**config.mk**
```make
export PLATFORM = sky130hd
export DESIGN_NAME = fetch_unit
export DESIGN_NICKNAME = d
export VERILOG_FILES = /design/src/rtl/fetch_unit.sv
export SDC_FILE = /design/constraint.sdc
export NUM_CORES = 1
export LEC_CHECK = 0
export ABC_AREA = 1
export BUFFER_PORTS_ARGS = -buffer_cell sky130_fd_sc_hd__buf_2
export CORE_MARGIN = 1.5
export CORE_UTILIZATION = 52
export DETAILED_ROUTE_END_ITERATION = 12
export GPL_ROUTABILITY_DRIVEN = 1
export GPL_TIMING_DRIVEN = 0
export PLACE_DENSITY = 0.76
export SETUP_SLACK_MARGIN = 0.2
export SLEW_MARGIN = 25
export SYNTH_ARGS = -nofsm -noshare
export SYNTH_HDL_FRONTEND = slang
export SYNTH_SLANG_ARGS = --single-unit
```
**constraint.sdc**
```tcl
create_clock -name clk -period 7.8 [get_ports clk]
set_input_delay 1.17 -clock clk [delete_from_list [all_inputs] [get_ports clk]]
set_output_delay 1.17 -clock clk [all_outputs]
set_load 0.03 [all_outputs]
```
**src/rtl/fetch_unit.sv**
```systemverilog
// fetch_unit: owns the fetch PC, keeps one imem read in flight and buffers {pc, instr} for decode.
// Head valid the cycle after rvalid; requests stop while the buffer is full. `FETCH_ALIGN_CHECK_EN halts on misaligned redirect.
module fetch_unit #(
   parameter int unsigned          AddrWidth   = 32,
   parameter int unsigned          InstrWidth  = 32,
   parameter logic [AddrWidth-1:0] ResetVector = '0,
   parameter int unsigned          BufDepth    = 2
) (
   input  logic                  clk,
   input  logic                  reset,
   output logic                  imemReq,
   output logic [AddrWidth-1:0]  imemAddr,
   input  logic                  imemGnt,
   input  logic                  imemRvalid,
   input  logic [InstrWidth-1:0] imemRdata,
   output logic                  instrValid,
   output logic [InstrWidth-1:0] instr,
   output logic [AddrWidth-1:0]  pcReadData,
   input  logic                  instrReady,
   input  logic                  pcWriteEnable,
   input  logic [AddrWidth-1:0]  pcWriteData,
   output logic                  fetchFault
);

   localparam int unsigned PtrW = (BufDepth > 1) ? $clog2(BufDepth) : 1;
   localparam int unsigned CntW = $clog2(BufDepth + 1);
   localparam logic [InstrWidth-1:0] Nop = InstrWidth'(32'h0000_0013);

   typedef enum logic [1:0] {S_REQ, S_WAIT, S_DRAIN, S_HALT} state_e;

   state_e               state_q, state_d;
   logic [AddrWidth-1:0] fetch_pc_q, fetch_pc_d;
   logic [AddrWidth-1:0] req_pc_q, req_pc_d;
   logic [PtrW-1:0]      head_q, head_d;
   logic [PtrW-1:0]      tail_q, tail_d;
   logic [CntW-1:0]      count_q, count_d;
   logic                 started_q, started_d;

   logic [AddrWidth-1:0]  buf_pc_q    [BufDepth];
   logic [InstrWidth-1:0] buf_instr_q [BufDepth];

   logic                 grant, push, pop, redirect, halt_redirect;
   logic                 buf_full, buf_empty;
   logic [AddrWidth-1:0] redirect_pc;

   function automatic logic [PtrW-1:0] next_ptr(input logic [PtrW-1:0] p);
      return (p == PtrW'(BufDepth - 1)) ? '0 : p + PtrW'(1);
   endfunction

   assign buf_full    = (count_q == CntW'(BufDepth));
   assign buf_empty   = (count_q == '0);
   assign redirect    = pcWriteEnable && (state_q != S_HALT);
   assign redirect_pc = {pcWriteData[AddrWidth-1:2], 2'b00};
   assign grant       = imemReq && imemGnt;
   // A redirect overrides everything else in its cycle: no push, no pop.
   assign push        = (state_q == S_WAIT) && imemRvalid && !redirect;
   assign pop         = !buf_empty && instrReady && !redirect;

`ifdef FETCH_ALIGN_CHECK_EN
   logic fault_q, fault_d;

   assign halt_redirect = redirect && (pcWriteData[1:0] != 2'b00);
   assign fault_d       = fault_q || halt_redirect;
   assign fetchFault    = fault_q;

   always_ff @(posedge clk or negedge reset) begin
      if (!reset) begin
         fault_q <= 1'b0;
      end else begin
         fault_q <= fault_d;
      end
   end
`else
   logic unused_addr_lsbs;

   assign unused_addr_lsbs = ^pcWriteData[1:0];
   assign halt_redirect    = 1'b0;
   assign fetchFault       = 1'b0;
`endif

   always_ff @(posedge clk or negedge reset) begin
      if (!reset) begin
         state_q    <= S_REQ;
         fetch_pc_q <= ResetVector;
         req_pc_q   <= ResetVector;
         head_q     <= '0;
         tail_q     <= '0;
         count_q    <= '0;
         started_q  <= 1'b0;
      end else begin
         state_q    <= state_d;
         fetch_pc_q <= fetch_pc_d;
         req_pc_q   <= req_pc_d;
         head_q     <= head_d;
         tail_q     <= tail_d;
         count_q    <= count_d;
         started_q  <= started_d;
      end
   end

   always_ff @(posedge clk) begin
      if (push) begin
         buf_pc_q[tail_q]    <= req_pc_q;
         buf_instr_q[tail_q] <= imemRdata;
      end
   end

   // A request granted in the redirect cycle is still owed a response, hence DRAIN.
   always_comb begin
      state_d = state_q;
      unique case (state_q)
         S_REQ: begin
            if (redirect) begin
               state_d = grant ? S_DRAIN : S_REQ;
            end else if (grant) begin
               state_d = S_WAIT;
            end
         end
         S_WAIT: begin
            if (redirect) begin
               state_d = imemRvalid ? S_REQ : S_DRAIN;
            end else if (imemRvalid) begin
               state_d = S_REQ;
            end
         end
         S_DRAIN: begin
            if (imemRvalid) begin
               state_d = S_REQ;
            end
         end
         S_HALT: begin
            state_d = S_HALT;
         end
         default: begin
            state_d = S_REQ;
         end
      endcase
      if (halt_redirect) begin
         state_d = S_HALT;
      end
   end

   always_comb begin
      started_d  = 1'b1;
      fetch_pc_d = fetch_pc_q;
      req_pc_d   = req_pc_q;
      head_d     = head_q;
      tail_d     = tail_q;
      count_d    = count_q;
      if (redirect) begin
         fetch_pc_d = redirect_pc;
         head_d     = '0;
         tail_d     = '0;
         count_d    = '0;
      end else begin
         if (grant) begin
            fetch_pc_d = fetch_pc_q + AddrWidth'(4);
            req_pc_d   = fetch_pc_q;
         end
         if (push) begin
            tail_d = next_ptr(tail_q);
         end
         if (pop) begin
            head_d = next_ptr(head_q);
         end
         count_d = count_q + CntW'(push) - CntW'(pop);
      end
   end

   // started_q keeps imemReq low during reset and for the first cycle after it.
   always_comb begin
      imemReq    = started_q && (state_q == S_REQ) && !buf_full;
      imemAddr   = fetch_pc_q;
      instrValid = !buf_empty;
      instr      = Nop;
      pcReadData = '0;
      if (!buf_empty) begin
         instr      = buf_instr_q[head_q];
         pcReadData = buf_pc_q[head_q];
      end
   end

endmodule
```
==> impl_summary.log <==
INFO  metric initial_core_util = 0.528
INFO  metric dpl.hpwl = approximately 14000 µm
INFO  metric p_leak = approximately 0.0045 µW
INFO  metric num_io_pins = between 150 and 200
INFO  metric drt-vias-per-instance = about 5.1
INFO  metric routed_wl = about 19000 µm
INFO  metric setup_repair_after_global_routing_missed_its_margin = false
INFO  metric inserted_clock_buffers = 17
INFO  metric mostFrequentLayoutCell = nand2_1
INFO  metric power_frac_seq = 0.435
INFO  metric synth_compound_gate_area_share = 0.0611
INFO  metric status = finished clean
INFO  metric antenna_violating_nets_post_route = 0
INFO  metric ys_ff_latch = 191
INFO  metric fmax = around 290 MHz
INFO  metric vias = around 6400
INFO  metric commonest_cells_after_routing_fill_and_taps_aside = 289 x nand2_1, 171 x buf_2, 124 x edfxtp_1, 76 x nor2_1, 67 x dfrtp_1
INFO  metric worstRegToRegCells = 10
INFO  metric min_delay_path_depth = 0
INFO  metric report.final.slew_viol_count = 0
INFO  metric place.gp.congestion = around 0.9
INFO  metric initial_antenna_violation_count = 0
INFO  metric synthMuxAreaShare = 0
INFO  metric mappedNetlistArea = roughly 8300 µm²
INFO  metric num_antenna_cells = 0
INFO  metric power.share.switching = 0.388
INFO  metric critPathArrivalTime = 2.27 ns
INFO  metric area_of_combinational_cells_with_multiple_inputs = ~2500 µm²
INFO  metric comb_power_share = 0.321
INFO  metric filler_cell_count = 1294
INFO  metric fin_setup_tns = 0 ns
INFO  metric synthesis.instances = roughly 850
INFO  metric synth_top_family_by_area = simple AND/OR/NAND/NOR gates
INFO  metric floorplan.die.height = roughly 130 µm
INFO  metric worst_slew_pin_slew = between 0.7 and 0.8 ns
INFO  metric finalSetupViolations = 0
INFO  metric critical_path.max_fanout = 10
INFO  metric holdCritPathClass = flip-flop to flip-flop
INFO  metric worstSkewPairLatency = approximately 0.42 ns
INFO  metric wl_per_cell = 15.1 µm
INFO  metric cts-root-buf = clkbuf_16
INFO  metric die-area = between 15000 and 20000 µm²
INFO  metric synth.lib_cells_used.distinct = 31
INFO  metric row_count = 46
INFO  metric layout-drive-gt1-share = 0.228
INFO  metric clock_tree_from_tritoncts = yes
INFO  metric core_region_area = ~16000 µm²
INFO  metric synth_top_area_share = 0.447
INFO  metric netSwitchingPower = roughly 1300 µW
INFO  metric grt_max_degree = 45
INFO  metric timing_worst_setup_path_type = flip-flop to primary output
INFO  metric synth_xor_area_frac = 0.0126
INFO  metric global_route_wire_length_before_repair = slightly below 30000 µm
INFO  metric synth_seq_area_share = 0.648
INFO  metric critical_path.startpoint_type = flip-flop
INFO  metric postCtsSetupBuffers = 0
INFO  metric timing.final.hold_violations = 0
INFO  metric clock_power_share = 0.244
INFO  metric finClkSkew = between 0.009 and 0.01 ns
INFO  metric cts.hold.buffers_added = 0
INFO  metric cts_resized = 0
INFO  metric syn_to_final_growth = 21.9%
INFO  metric period_share = 0.442
INFO  metric synth_top_cells_by_area = edfxtp_1 45%, dfrtp_1 20%, nand2_1 13%
INFO  metric globalRouteOverflowTotal = 0
INFO  metric syn-mean-instance-area = roughly 9.8 µm²
INFO  metric period_minus_slack = roughly 3.4 ns
INFO  metric total_internal_power = 2040 µW
INFO  metric power-per-cell-area = between 300 and 400 nW/µm²
INFO  metric cp.required = roughly 6.6 ns
INFO  metric drt_pass1_iterations = 5
INFO  metric io_buffers = 161
INFO  metric seqCellArea = about 5400 µm²
INFO  metric route.detailed.drc = 0
INFO  metric fin_nets = 1109
INFO  metric die-width = about 130 µm
INFO  metric drt_first_iter_violations = between 300 and 400
INFO  metric peakVddDrop = ~0.00017 V
INFO  metric clk_pin_slew_worst_paths = 0.07 ns
INFO  metric slew_hr = 0.494
INFO  metric global_route.usage.total = 0.231
INFO  metric cts-htree-levels = 4
INFO  metric max_cap_viol_count = 0
INFO  metric critical_path.endpoint_type = primary output
INFO  metric grt_pass1_vias = 5885
INFO  metric yosys.area_share.adder = 0.00450
INFO  metric final_core_utilization = 0.644
INFO  metric cts-root-to-sink-buffers = 2
INFO  metric synth_top_cell_by_area = edfxtp_1
INFO  metric synthSimpleGateAreaFrac = 0.222
INFO  metric clkSinkCount = 191
INFO  metric yosysWarnings = 0
power by group through the flow:
| stage | Combinational, µW | Clock, µW | Sequential (µW) |
|---|---|---|---|
| finish | 1070 | 811 | 1450 |
| floorplan | 658 | 0 | 1500 |
| global placement | 1030 | 0 | 1460 |
| detailed placement | 1060 | 0 | 1460 |
| CTS | 1070 | 823 | 1450 |
| global route | 1170 | 865 | 1470 |
registers in the layout, indices dropped and copies added, names as in the netlist:
| register | cells |
|---|---|
| imemAddr | 30 |
| buf_pc_q | 60 |
| buf_instr_q | 64 |
| tail_q | 1 |
| count_q | 2 |
| head_q | 1 |
| req_pc_q | 30 |
| started_q | 1 |
| state_q | 2 |
synthesized netlist by cell type, drive strengths merged:
cell type	count
nor2	85
dfrtp	67
o211ai	7
and3	1
edfxtp	124
buf	21
inv	57
xnor2	6
nand4	1
conb	2
nand3	61
a31oi	1
clkbuf	19
ha	3
a21oi	61
xor2	6
o21ai	26
nor3	2
nand3b	4
nand2	292
area by class of cell:
class | instances | area share
Tap cell | 216 | 0.0266
Buffer | 40 | 0.0206
Clock inverter | 15 | 0.0134
Clock buffer | 17 | 0.0419
Timing Repair Buffer | 167 | 0.0951
Inverter | 57 | 0.0211
Sequential cell | 191 | 0.531
Multi-Input combinational cell | 562 | 0.250
worst max-delay path, stage by stage (launching register included):
cell,delay (ns)
dfrtp_1,0.41
nor2_1,0.56
buf_2,0.35
buf_2,0.26
a21oi_1,0.08
buf_2,0.18
through the flow:
stage               instances  area [µm²]  hold slack, ns  setup slack [ns]  power (µW)
floorplan                 850        8350           0.442              3.31        2160
global placement         1227        9420           0.450              1.79        2490
detailed placement       1233        9600           0.459              4.73        2520
CTS                      1265       10200           0.482              4.30        3340
global route             1265       10200           0.494              4.20        3500
finish                   1265       10200           0.487              4.36        3320
kinds of logic (layout without fill, tap and decap cells):
| kind of cell | count (synthesis) | after routing |
|---|---|---|
| AO/OA/AOI/OAI | 95 | 95 |
| other | 2 | 6 |
| XOR/XNOR | 12 | 12 |
| AND/OR/NAND/NOR | 446 | 446 |
| buffers and inverters | 97 | 296 |
| adder cells (fa/ha/maj) | 3 | 3 |
| flip-flops | 191 | 191 |
final timing paths:
kind	startpoint	endpoint	slack, ns
max	count_q[1]$_DFF_PN0_	pcReadData[27]	4.36
min	req_pc_q[22]$_DFFE_PN0P_	buf_pc_q[1][22]$_DFFE_PP_	0.49
max reg2reg	state_q[0]$_DFFE_PN0P_	count_q[1]$_DFF_PN0_	5.45
min reg2reg	req_pc_q[22]$_DFFE_PN0P_	buf_pc_q[1][22]$_DFFE_PP_	0.49
max in group asynchronous	reset	req_pc_q[5]$_DFFE_PN0P_	6.60
min in group asynchronous	reset	started_q$_DFF_PN0_	0.65
metal layers:
| layer | GRT usage | share of wire | up-vias | routed length [µm] |
|---|---|---|---|---|
| met5 | 0 | 0 | - | 0 |
| met4 | 0.0869 | 0.026 | 0 | 497 |
| met3 | 0.0450 | 0.060 | 33 | 1140 |
| met2 | 0.388 | 0.49 | 214 | 9390 |
| met1 | 0.298 | 0.42 | 3037 | 8110 |
| li1 | - | - | 3159 | - |
Power figures use the tool's default switching activity.
